`config.mk`:
```
export PLATFORM = sky130hd
export DESIGN_NAME = alu_exec_mc
export DESIGN_NICKNAME = d
export VERILOG_FILES = /design/src/rtl/alu_pkg.sv /design/src/rtl/alu_comb.sv /design/src/rtl/alu_exec_mc.sv
export SDC_FILE = /design/constraint.sdc
export NUM_CORES = 1
export LEC_CHECK = 0
export ABC_AREA = 1
export CAP_MARGIN = 0
export CORE_MARGIN = 1.5
export CORE_UTILIZATION = 45
export CTS_BUF_LIST = sky130_fd_sc_hd__clkbuf_4 sky130_fd_sc_hd__clkbuf_8
export CTS_CLUSTER_DIAMETER = 50
export CTS_CLUSTER_SIZE = 10
export DETAILED_ROUTE_END_ITERATION = 8
export GPL_TIMING_DRIVEN = 0
export PLACE_DENSITY = 0.69
export SLEW_MARGIN = 20
export SYNTH_ARGS = -nofsm -noshare
export SYNTH_HDL_FRONTEND = slang
export SYNTH_HIERARCHICAL = 1
export SYNTH_SLANG_ARGS = --single-unit
```
`constraint.sdc`:
```
create_clock -name clk -period 2.55 [get_ports clk]
set_input_delay 0.3825 -clock clk [delete_from_list [all_inputs] [get_ports clk]]
set_output_delay 0.3825 -clock clk [all_outputs]
set_load 0.01 [all_outputs]
```
`src/rtl/alu_pkg.sv`:
```
// Shared ALUOp encodings and FSM state type for the multi-cycle ALU.
package alu_pkg;

  localparam logic [1:0] ALU_ADD = 2'b00;
  localparam logic [1:0] ALU_XOR = 2'b01;
  localparam logic [1:0] ALU_AND = 2'b10;
  localparam logic [1:0] ALU_SRA = 2'b11;

  typedef enum logic [1:0] {
    IDLE  = 2'b00,
    SHIFT = 2'b01,
    DONE  = 2'b10
  } state_t;

endpackage

```
`src/rtl/alu_comb.sv`:
```
// Single-cycle ALU slice: ADD/XOR/AND. For SRA it passes operand a through,
// which is exactly the answer for a zero shift amount.
module alu_comb
  import alu_pkg::*;
#(
  parameter int WIDTH = 32
) (
  input  logic [1:0]       alu_op,
  input  logic [WIDTH-1:0] a,
  input  logic [WIDTH-1:0] b,
  output logic [WIDTH-1:0] y
);

  // Operation select; carry out of ADD is dropped by the WIDTH-bit result.
  always_comb begin
    y = a;
    case (alu_op)
      ALU_ADD: y = a + b;
      ALU_XOR: y = a ^ b;
      ALU_AND: y = a & b;
      default: y = a;
    endcase
  end

endmodule

```
`src/rtl/alu_exec_mc.sv`:
```
// Multi-cycle ALU executor: single-cycle ops finish on the accept edge,
// SRA shifts one bit per cycle through a local shift register.
//
// state | meaning
// IDLE  | waiting for a request, in_ready high
// SHIFT | SRA in progress, one bit per cycle, cnt_q bits left
// DONE  | result valid, held until out_ready is sampled high
module alu_exec_mc
  import alu_pkg::*;
#(
  parameter int WIDTH = 32,
  parameter int SHW   = 5
) (
  input  logic             clk,
  input  logic             rst_n,
  input  logic             in_valid,
  output logic             in_ready,
  input  logic [1:0]       alu_op,
  input  logic [WIDTH-1:0] a,
  input  logic [WIDTH-1:0] b,
  output logic             out_valid,
  input  logic             out_ready,
  output logic [WIDTH-1:0] result,
  output logic             zero
);

  state_t           state_q, state_d;
  logic [WIDTH-1:0] result_q, result_d;
  logic             zero_q, zero_d;
  logic [WIDTH-1:0] sh_q, sh_d;
  logic [SHW-1:0]   cnt_q, cnt_d;
  logic [WIDTH-1:0] comb_y;
  logic [SHW-1:0]   shamt;

  assign shamt = b[SHW-1:0];

  alu_comb #(.WIDTH(WIDTH)) u_alu_comb (
    .alu_op (alu_op),
    .a      (a),
    .b      (b),
    .y      (comb_y)
  );

  // Next-state and datapath decisions; everything holds unless a branch loads it.
  always_comb begin
    state_d  = state_q;
    result_d = result_q;
    zero_d   = zero_q;
    sh_d     = sh_q;
    cnt_d    = cnt_q;
    case (state_q)
      IDLE: begin
        if (in_valid) begin
          if (alu_op == ALU_SRA && shamt != '0) begin
            sh_d    = a;
            cnt_d   = shamt;
            state_d = SHIFT;
          end else begin
            result_d = comb_y;
            zero_d   = (comb_y == '0);
            state_d  = DONE;
          end
        end
      end
      SHIFT: begin
        sh_d  = {sh_q[WIDTH-1], sh_q[WIDTH-1:1]};
        cnt_d = cnt_q - 1'b1;
        if (cnt_q == SHW'(1)) begin
          result_d = sh_d;
          zero_d   = (sh_d == '0);
          state_d  = DONE;
        end
      end
      DONE: begin
        if (out_ready) state_d = IDLE;
      end
      default: state_d = IDLE;
    endcase
  end

  // State and datapath registers with synchronous active-low reset.
  always_ff @(posedge clk) begin
    if (!rst_n) begin
      state_q  <= IDLE;
      result_q <= '0;
      zero_q   <= 1'b1;
      sh_q     <= '0;
      cnt_q    <= '0;
    end else begin
      state_q  <= state_d;
      result_q <= result_d;
      zero_q   <= zero_d;
      sh_q     <= sh_d;
      cnt_q    <= cnt_d;
    end
  end

  assign in_ready  = (state_q == IDLE);
  assign out_valid = (state_q == DONE);
  assign result    = result_q;
  assign zero      = zero_q;

endmodule

```
==> run summary <==
Status = finished with violations
Violated checks = DRC
Timing endpoint of the critical path = result[19]
Combinational share of power = 45.7%
Root Buffer = clkbuf_8
Number of flops mapped to enable cells by yosys = 0
Finished Cell Area = 9021 um2
Synth Net Count = 1,362
Routed vias = 8,427
Crit path time final = 2.532 ns
Levels on crit path = 11
P&R area growth vs syn = 32.90%
Reg-to-reg slack, setup = 0.90 ns
Global route overflow = 0
DR WL/cell = 15.95 um
Hold_buf cts = 0
Post-synthesis cell type count = 34
Antenna cells = 0
Area contributors post-synth = nand2_1 28%, dfxtp_1 21%, inv_1 8.7%
Worst-Margin Slew = 0.6214 ns
Slew Viols, Final = 0
Post-Syn Area = 6788 um2
Crit path kind = in -> reg
Pwr Density = 438.8 nW/um2
Syn avg cell area = 5.400 um2
Net Sw Power = 1.658 mW
Main flop type after synthesis = dfxtp_1
Place WS = -1.007 ns
Rows = 44
Crit path max-delay family = buffers and inverters
Cell taking the most area after synthesis = nand2_1
Final worst slack = 0.01771 ns
Most frequent cell after synthesis = nand2_1
Buf/Inv on CP = 5
Crit-path max FO = 10
H-tree levels = 3
Largest net degree at the start of global routing = 16
Fin crit share = 99.31%
Core ar. = 14,640 um2
Asr flop ratio synth = 0%
RePlAce Congestion = 0.9657
P_leak = 4.649 nW
Crit path launch = alu_op[0]
Vias in the first global route = 7,589
CTS tree = built
Type of the worst min-delay path = in -> reg
Sequential Power Share = 31.9%
Clock Tree Buf Depth = 2
Startpoint Class = input pin
Nets = 1,488
First-pass GRT wire length = 38.50 mm
Worst-path clk slew = 0.08 ns
Fmax = 0.3949 GHz
Int Pwr = 2.300 mW
Clk_skew = 0.01340 ns
Die area = 15,830 um2
Share of post-route cells with drive strength above 1 = 14.34%
Critical-path cell list = clkdlybuf4s50_1 > inv_1 > nor2_1 > inv_2 > clkbuf_4 > o22ai_1 > nand3b_1 > inv_1 > o21ai_0 > o21ai_0 > nor2_1
Via density = 5.361
Initial core utilization = 46.35%
Fin util = 61.60%
Peak supply drop = 274.8 uV
Final hold vios = 0
Initial antenna violation count = 0
FILL cells = 1,486
Die Height = 125.8 um
Slowest CP cell = clkdlybuf4s50_1
Final setup violating endpoints = 0
Clk pwr share = 22.4%
DRC viols = 7
CP Capture Type = flip-flop
Switching fraction of total power = 41.89%
Die width = 125.8 um
Maxcap violations = 0
Top cells by count, synth = 501 x nand2_1, 157 x inv_1, 151 x nor2_1, 105 x nand3_1, 71 x dfxtp_1
TritonCTS sink count = 71
R2R Path Start = cnt_q[1]
Worst reg2reg endpoint = result[2]
Synth warn = 6
Cells after synthesis = 1,257
# port buffers = 103
Initial drt markers = 684
Post-DP HPWL = 19.91 mm
DP Area = 8049 um2
Seq/Total Area, Yosys = 20.94%
CP arrival = 2.85 ns
Pre-Repair DR Iteration Count = 7
Synth top area share = 27.71%
GRT Total Usage = 30.89%
Worst-Skew Late Latency = 0.38 ns
DRT Wirelength = 25.08 mm
Post-route ant nets = 0
CP required = 2.86 ns
Post-synthesis register bit count = 71
Slew HR = 58.57%
Worst path max stage delay = 0.58 ns
Worst R2R Path Depth = 9
IO Pins = 105
Number of buffers created by CTS = 9
-- power groups by stage --
| stage | combinational (mW) | clock (mW) | sequential (mW) |
|---|---|---|---|
| after global routing | 1.98 | 0.947 | 1.28 |
| final | 1.81 | 0.886 | 1.26 |
| after detailed placement | 1.58 | 0 | 1.29 |
| after CTS | 1.67 | 0.899 | 1.26 |
| after floorplan | 0.958 | 0 | 1.31 |
| after global placement | 1.57 | 0 | 1.29 |
-- sequential cells by signal (all words and copies together), names as in the netlist --
| name | flops |
|---|---|
| state_q | 2 |
| cnt_q | 5 |
| result | 32 |
| zero | 1 |
| sh_q | 31 |
-- worst min-delay path by stage --
stage | slack [ns] | cells past startpoint | from | to
3_3_place_gp | 0.45 | 2 | cnt_q[1] | cnt_q[1]
4_1_cts | 0.38 | 3 | rst_n | result[26]
5_1_grt | 0.40 | 3 | rst_n | result[24]
6_report | 0.39 | 3 | rst_n | result[26]
2_1_floorplan | 0.44 | 2 | cnt_q[1] | cnt_q[1]
3_5_place_dp | 0.46 | 2 | cnt_q[1] | cnt_q[1]
-- area by class of cell --
cell class	instances	area, um2	area share, %
inverter	165	620.6	6.879
sequential	71	1421	15.76
clock inverter	7	61.31	0.6796
buffer	43	266.5	2.954
clock buffer	9	123.9	1.373
multi-input combinational	978	5157	57.17
timing repair buffer	115	1140	12.64
tap	184	230.2	2.552
-- worst reg2reg max path, stage by stage, from the launching register on --
cell	delay, ns
dfxtp_1	0.34
inv_1	0.08
ha_1	0.19
nand3_1	0.15
a21oi_2	0.08
nand2_2	0.17
clkinv_2	0.19
buf_6	0.19
nor2_1	0.09
nor2_1	0.05
-- cell usage in the layout (no fill, tap or decap), types with 3 or more instances in the layout --
| cell type | netlist | layout |
|---|---|---|
| ha_4 | 0 | 28 |
| o21ai_0 | 20 | 19 |
| dlygate4sd2_1 | 0 | 21 |
| nand4_1 | 13 | 13 |
| o2111ai_1 | 6 | 6 |
| dlymetal6s2s_1 | 0 | 24 |
| o22ai_1 | 16 | 16 |
| ha_2 | 0 | 3 |
| nand2_1 | 501 | 477 |
| clkdlybuf4s50_1 | 0 | 54 |
| nor3_2 | 0 | 3 |
| a21oi_1 | 66 | 55 |
| a31oi_1 | 3 | 3 |
| nand2_4 | 1 | 7 |
| nand3b_1 | 5 | 5 |
| nand3_2 | 3 | 16 |
| nor2_4 | 1 | 6 |
| inv_6 | 0 | 3 |
| nand2_2 | 7 | 25 |
| buf_2 | 14 | 13 |
| nand3_1 | 105 | 91 |
| nor2_2 | 3 | 24 |
| dfxtp_1 | 71 | 71 |
| clkbuf_8 | 0 | 9 |
| buf_4 | 6 | 18 |
| inv_1 | 157 | 151 |
| inv_2 | 5 | 11 |
| clkbuf_2 | 1 | 5 |
| ha_1 | 34 | 3 |
| a21oi_2 | 1 | 12 |
| buf_6 | 8 | 8 |
| o21ai_1 | 32 | 33 |
| nor2_1 | 151 | 125 |
| clkbuf_1 | 14 | 13 |
-- stage by stage --
step           hold slack [ns]  cells  setup TNS (ns)  power (mW)
5_1_grt                 0.3973   1572        -0.02948       4.199
3_3_place_gp            0.4516   1544          -10.72       2.862
4_1_cts                 0.3790   1563               0       3.830
6_report                0.3888   1572               0       3.958
3_5_place_dp            0.4598   1544          -10.72       2.868
2_1_floorplan           0.4392   1257               0       2.270
-- cell families (layout without fill, tap and decap cells) --
logic type,count (synthesis),count (layout),share of synthesized area (%)
fa+ha+maj,35,35,6.562
xor+xnor,1,1,0.1291
compound gates,148,148,11.82
simple gates,794,794,47.54
flops,71,71,20.94
buf+inv,208,339,13.01
-- per-layer routing --
| layer | wire [um] | up-vias | GRT usage [%] |
|---|---|---|---|
| met5 | 0 | - | 0 |
| met4 | 914 | 0 | 12.31 |
| met3 | 1931 | 53 | 4.715 |
| met2 | 11340 | 334 | 50.10 |
| met1 | 10900 | 3821 | 41.26 |
| li1 | - | 4219 | - |
-- timing repair --
| item | CTS | global route |
|---|---|---|
| pin swaps | 6 | 43 |
| resized for setup | 79 | 111 |
| endpoints found under the setup margin | 12 | 3 |
| setup buffers | 3 | 9 |
| cloned | 0 | 0 |
Note: power is estimated with default switching activity, not from simulation.
